==> config.mk <==
export PLATFORM = sky130hd
export DESIGN_NAME = clk_div_ctrl
export DESIGN_NICKNAME = d
export VERILOG_FILES = /design/src/rtl/clk_div_ctrl.sv
export SDC_FILE = /design/constraint.sdc
export NUM_CORES = 1
export LEC_CHECK = 0
export ABC_CLOCK_PERIOD_IN_PS = 4300
export CAP_MARGIN = 20
export CORE_AREA = 10 10 73 75
export CTS_CLUSTER_SIZE = 16
export DETAILED_ROUTE_END_ITERATION = 7
export DIE_AREA = 0 0 83 85
export PLACE_DENSITY = 0.77
export SYNTH_ARGS = -nofsm -noshare
export SYNTH_HDL_FRONTEND = slang
export SYNTH_SLANG_ARGS = --single-unit
==> constraint.sdc <==
create_clock -name clk -period 4.3 [get_ports clk]
set_input_delay 0.43 -clock clk [delete_from_list [all_inputs] [get_ports clk]]
set_output_delay 0.43 -clock clk [all_outputs]
set_load 0.01 [all_outputs]
==> src/rtl/clk_div_ctrl.sv <==
// ---------------------------------------------------------------------------
// clk_div_ctrl
//
// Run-time programmable clock divider. Produces a registered divided clock
// (clk_out) and a one-cycle strobe (tick) on each rising edge of clk_out.
// Ratio changes and start/stop requests only take effect on whole-period
// boundaries, so clk_out never shows a runt or stretched pulse.
//
// Parameters
//   CNT_W        width of the ratio and the period counter
//   DEFAULT_DIV  ratio loaded at reset (2 .. 2^CNT_W-1)
//
// Ports
//   clk         in   system clock, rising edge
//   reset       in   synchronous, active-high
//   en          in   run request (level)
//   div_req     in   ratio-change request (level, held until div_ack)
//   div_val     in   requested ratio, sampled on accept
//   div_ack     out  one-cycle pulse when a request completes
//   div_err     out  one-cycle pulse with div_ack when the request was rejected
//   busy        out  a legal request is accepted and waiting for a boundary
//   cur_div     out  ratio currently in effect
//   clk_out     out  divided clock (registered)
//   tick        out  high in the first cycle of every period
//   running     out  high in RUN or STOPPING
//   period_cnt  out  16-bit tick counter, only when CLK_DIV_CTRL_PERIOD_CNT_EN
//                    is defined
//
// Optional feature macro: CLK_DIV_CTRL_PERIOD_CNT_EN
//
// State table
//   state        | meaning
//   ST_STOPPED   | clk_out low, counter held at 0
//   ST_RUN       | counting periods, en still asserted
//   ST_STOPPING  | en dropped, finishing the current period
// ---------------------------------------------------------------------------
module clk_div_ctrl #(
    parameter int CNT_W       = 8,
    parameter int DEFAULT_DIV = 4
) (
    input  logic             clk,
    input  logic             reset,
    input  logic             en,
    input  logic             div_req,
    input  logic [CNT_W-1:0] div_val,
    output logic             div_ack,
    output logic             div_err,
    output logic             busy,
    output logic [CNT_W-1:0] cur_div,
    output logic             clk_out,
    output logic             tick,
`ifdef CLK_DIV_CTRL_PERIOD_CNT_EN
    output logic [15:0]      period_cnt,
`endif
    output logic             running
);

    typedef enum logic [1:0] {
        ST_STOPPED  = 2'd0,
        ST_RUN      = 2'd1,
        ST_STOPPING = 2'd2
    } state_t;

    state_t           state_q, state_d;
    logic [CNT_W-1:0] cnt_q, cnt_d;
    logic [CNT_W-1:0] cur_div_q, cur_div_d;
    logic [CNT_W-1:0] pend_q, pend_d;
    logic             busy_q, busy_d;
    logic             ack_q, ack_d;
    logic             err_q, err_d;
    logic             clk_out_q, clk_out_d;
    logic             tick_q, tick_d;

    logic             at_end;
    logic             accept;
    logic             legal;
    logic             active_d;

    // -----------------------------------------------------------------------
    // State register
    // -----------------------------------------------------------------------
    always_ff @(posedge clk) begin
        if (reset) begin
            state_q   <= ST_STOPPED;
            cnt_q     <= '0;
            cur_div_q <= CNT_W'(DEFAULT_DIV);
            pend_q    <= '0;
            busy_q    <= 1'b0;
            ack_q     <= 1'b0;
            err_q     <= 1'b0;
            clk_out_q <= 1'b0;
            tick_q    <= 1'b0;
        end else begin
            state_q   <= state_d;
            cnt_q     <= cnt_d;
            cur_div_q <= cur_div_d;
            pend_q    <= pend_d;
            busy_q    <= busy_d;
            ack_q     <= ack_d;
            err_q     <= err_d;
            clk_out_q <= clk_out_d;
            tick_q    <= tick_d;
        end
    end

    // -----------------------------------------------------------------------
    // Next-state and output logic
    // -----------------------------------------------------------------------
    always_comb begin
        state_d   = state_q;
        cnt_d     = cnt_q;
        cur_div_d = cur_div_q;
        pend_d    = pend_q;
        busy_d    = busy_q;
        ack_d     = 1'b0;
        err_d     = 1'b0;

        at_end = (cnt_q == (cur_div_q - CNT_W'(1)));
        // The ack cycle is not an accept cycle: a requester still holding
        // div_req while it sees div_ack is treated as a fresh request only
        // in the following cycle.
        accept = div_req && !busy_q && !ack_q;
        legal  = (div_val > CNT_W'(1));

        case (state_q)
            ST_STOPPED: begin
                cnt_d = '0;
                if (en) begin
                    state_d = ST_RUN;
                end
            end
            ST_RUN: begin
                cnt_d = at_end ? '0 : cnt_q + CNT_W'(1);
                if (!en) begin
                    // Dropping en on the last cycle of a period already
                    // finishes that period.
                    state_d = at_end ? ST_STOPPED : ST_STOPPING;
                end
            end
            ST_STOPPING: begin
                cnt_d = at_end ? '0 : cnt_q + CNT_W'(1);
                if (en) begin
                    state_d = ST_RUN;
                end else if (at_end) begin
                    state_d = ST_STOPPED;
                end
            end
            default: begin
                state_d = ST_STOPPED;
                cnt_d   = '0;
            end
        endcase

        // A pending ratio is applied on the period boundary; a stop on the
        // same boundary still gets its ack. The STOPPED arm only guards
        // against a pending value left over without a boundary.
        if (busy_q && ((state_q == ST_STOPPED) || at_end)) begin
            cur_div_d = pend_q;
            busy_d    = 1'b0;
            ack_d     = 1'b1;
        end else if (accept) begin
            if (!legal) begin
                ack_d = 1'b1;
                err_d = 1'b1;
            end else if (state_q == ST_STOPPED) begin
                // No period in flight: the new ratio can take effect now.
                cur_div_d = div_val;
                ack_d     = 1'b1;
            end else begin
                pend_d = div_val;
                busy_d = 1'b1;
            end
        end

        // Outputs are registered, so they are derived from the values the
        // counter and ratio will hold in the next cycle.
        active_d  = (state_d != ST_STOPPED);
        clk_out_d = active_d && (cnt_d < (cur_div_d >> 1));
        tick_d    = active_d && (cnt_d == '0);
    end

`ifdef CLK_DIV_CTRL_PERIOD_CNT_EN
    // Counts periods started; wraps naturally at 16 bits. tick never
    // asserts in STOPPED, so the count holds there.
    always_ff @(posedge clk) begin
        if (reset) begin
            period_cnt <= 16'd0;
        end else if (tick_q) begin
            period_cnt <= period_cnt + 16'd1;
        end
    end
`endif

    assign div_ack = ack_q;
    assign div_err = err_q;
    assign busy    = busy_q;
    assign cur_div = cur_div_q;
    assign clk_out = clk_out_q;
    assign tick    = tick_q;
    assign running = (state_q != ST_STOPPED);

endmodule

==> results.toml <==
[detailed_routing]
dr.pass1.iters = 4
wl_per_cell_um = 15.6
routed_wl_mm = 5.05
ant_nets = 0
drc = 0
vias_per_cell = 5.97
vias = 1927
drt_iter0_drc = 99

[worst_setup_path]
cp_top_family = "compound AO/OA/AOI/OAI gates"
crit_start = "cur_div[1]"
arrival_ns = 4.03
cp_slowest_stage_delay_ns = 0.47
worstSetupEndpointType = "flop"
cp.depth = 15
cp_slowest_cell = "or4_1"
required_ns = 4.50
cp_cell_sequence = "inv_1, ha_1, nand2b_1, or4_1, a211o_1, o31ai_4, buf_4, nand2_1, a21oi_1, ha_1, o21a_1, o21a_1, o2111ai_1, a2111oi_2, nor4_1"
crit_path_max_fanout = 8
start_kind = "flop"
critPathBufInv = 2
r2r_start = "cur_div[1]"
path_class = "flop to flop"
reg2reg_depth = 15

[yosys]
yosys_warnings = 0
synth_area_leaders = "dfxtp_1, ha_1, mux2i_1, nor2_1, nand2_1"
syn_inst = 247
synthFlopType = "dfxtp_1"
ys_seq_elements = 31
synthArstFlopShare_pct = 0
syn_area_per_cell_um2 = 8.37
yosysMostFrequentCell = "dfxtp_1"
syn_nets = 271
synth_top_area_share_pct = 30.0
synth_edf_count = 0
ys_types = 57
synthesis.area_um2 = 2070
synthTopCellsByCount = "dfxtp_1, nor2_1, nand2_1, nor3_1, ha_1"
yosys.area.top_type = "dfxtp_1"
ys_seq_area_share_pct = 30.0

[place]
dp_hpwl_mm = 3.83
port_buffers = 25
routabilityCongestion = 0.891
dp_cells = 315

[power]
ir_worst_vdd_mv = 0.242
leakagePower_nw = 0.979
p_total_mw = 0.994
power_density_nw_per_um2 = 407

[run_status]
status = "complete, no violations"

[clock_tree]
clkLatencyLatePin_ns = 0.28
cts_setup_buffers = 0
numCtsBuffers = 5
ctsResizeCount = 0
clock-sinks = 31
cts_buffer_depth = 2
root_buffer = "clkbuf_8"
cts_hold_buf = 0
h-tree-depth = 2
path_clk_slew_ns = 0.07
cts_tree = "done"

[timing]
max_freq_mhz = 261
fin_crit_sh_pct = 89.2
fin_hold_ws_ns = 0.484
skew_ns = 0.00377
setup_violations = 0
finalSetupTns_ns = 0
slew_violations = 0
final_hold_viol_count = 0
slew_headroom_pct = 50.7
rsz0062_at_grt = "false"
worst_pin_slew_ns = 0.738
fin_crit_ns = 3.84

[global_routing]
grt_overflow = 0
antenna_found_initial = 0
grt_usage_pct = 13.7
grt_first_pass_wirelength_mm = 8.27
grt_pass1_vias = 1841
grt_max_degree = 27

[floorplan]
dieArea_um2 = 7060
initial_core_util_pct = 52.8
fp-row-count = 23
io_pins = 26
die_h_um = 85
core_area_um2 = 3910
die-width_um = 83

[final_layout]
drive_above_1_share_pct = 8.79
synthToLayoutAreaGrowth_pct = 18.3
n_antenna_cell = 0
layout.nets = 296
fin_cells = 323

[min_path]
hold_path.startpoint = "pend_q[3]"
whs_path_depth = 2
hp-class = "flop to flop"

[run]
timing.max_cap.violations = 0
## worst register-to-register path, stage by stage (launching register included)
cell and delay (ns):
dfxtp_1 0.38, inv_1 0.14, ha_1 0.22, nand2b_1 0.11
or4_1 0.47, a211o_1 0.41, o31ai_4 0.28, buf_4 0.20
nand2_1 0.12, a21oi_1 0.21, ha_1 0.25, o21a_1 0.17
o21a_1 0.17, o2111ai_1 0.28, a2111oi_2 0.12, nor4_1 0.22
## final timing paths
| kind | to | slack, ns |
|---|---|---|
| worst min-delay path | pend_q[3] | 0.48 |
| worst max register to register | clk_out | 0.46 |
| worst max-delay path | clk_out | 0.46 |
| worst min register to register | pend_q[3] | 0.48 |
## metal layers
layer | GRT usage [%] | share of wire (%) | vias up
li1 | - | - | 949
met3 | 3.73 | 6.2 | 6
met5 | 0 | 0 | -
met2 | 25.2 | 50 | 64
met4 | 4.64 | 1.3 | 0
met1 | 14.6 | 42 | 908
## cell type report
type | count | area [µm²]
clock buffers | 7 | 76.3
well taps | 50 | 62.6
repair buffers | 31 | 295
flip-flops and latches | 31 | 621
fillers | 365 | 1470
multi-input cells | 192 | 1350
inverters | 11 | 41.3
clock inverters | 1 | 5.00
## sequential cells by signal (all words and copies together) (netlist names)
name     count
cnt_q        8
cur_div      8
pend_q       8
state_q      2
busy         1
clk_out      1
div_ack      1
div_err      1
tick         1
## layout by cell type, fill, tap and decap left out, drive strengths merged, types with 2 or more instances in the layout
cell type / instances
or2: 3
o31ai: 7
o21ai: 11
nand3b: 6
nand2: 21
or3: 2
clkdlybuf4s50: 25
ha: 12
and3: 3
mux2i: 10
inv: 11
nor3b: 3
nand3: 3
buf: 6
and2: 2
a21oi: 7
xor2: 8
nor3: 14
or4: 2
mux2: 2
nor2: 23
o211a: 5
nand4: 3
a31oi: 2
a211o: 2
nor4: 5
o21a: 3
clkbuf: 7
dfxtp: 31
a211oi: 3
xnor2: 8
nand2b: 2
nor4b: 2
## where the power goes
group	total, mW	internal, mW	switching, mW
clock	0.224	0.113	0.111
combinational	0.404	0.195	0.209
sequential	0.366	0.321	0.0454
total	0.994	0.630	0.365
## logic make-up (layout without fill, tap and decap cells)
kind of cell             after synthesis  in the layout  synth area share [%]
multiplexers                          12             12                  5.93
buffers and inverters                 24             50                  4.90
flip-flops                            31             31                  30.0
XOR/XNOR                              16             16                  6.78
adder cells (fa/ha/maj)               13             13                  7.75
AND/OR/NAND/NOR                       97             97                  24.6
AO/OA/AOI/OAI                         54             54                  20.0
## stage by stage
stage               cell area [µm²]  worst slack, ns  utilization (%)
floorplan                      2070            0.691                -
global placement               2360            0.466             60.4
detailed placement             2360            0.349             60.4
CTS                            2450            0.463             62.5
global route                   2450            0.158             62.5
finish                         2450            0.464             62.5
Note: power is estimated with default switching activity, not from simulation.
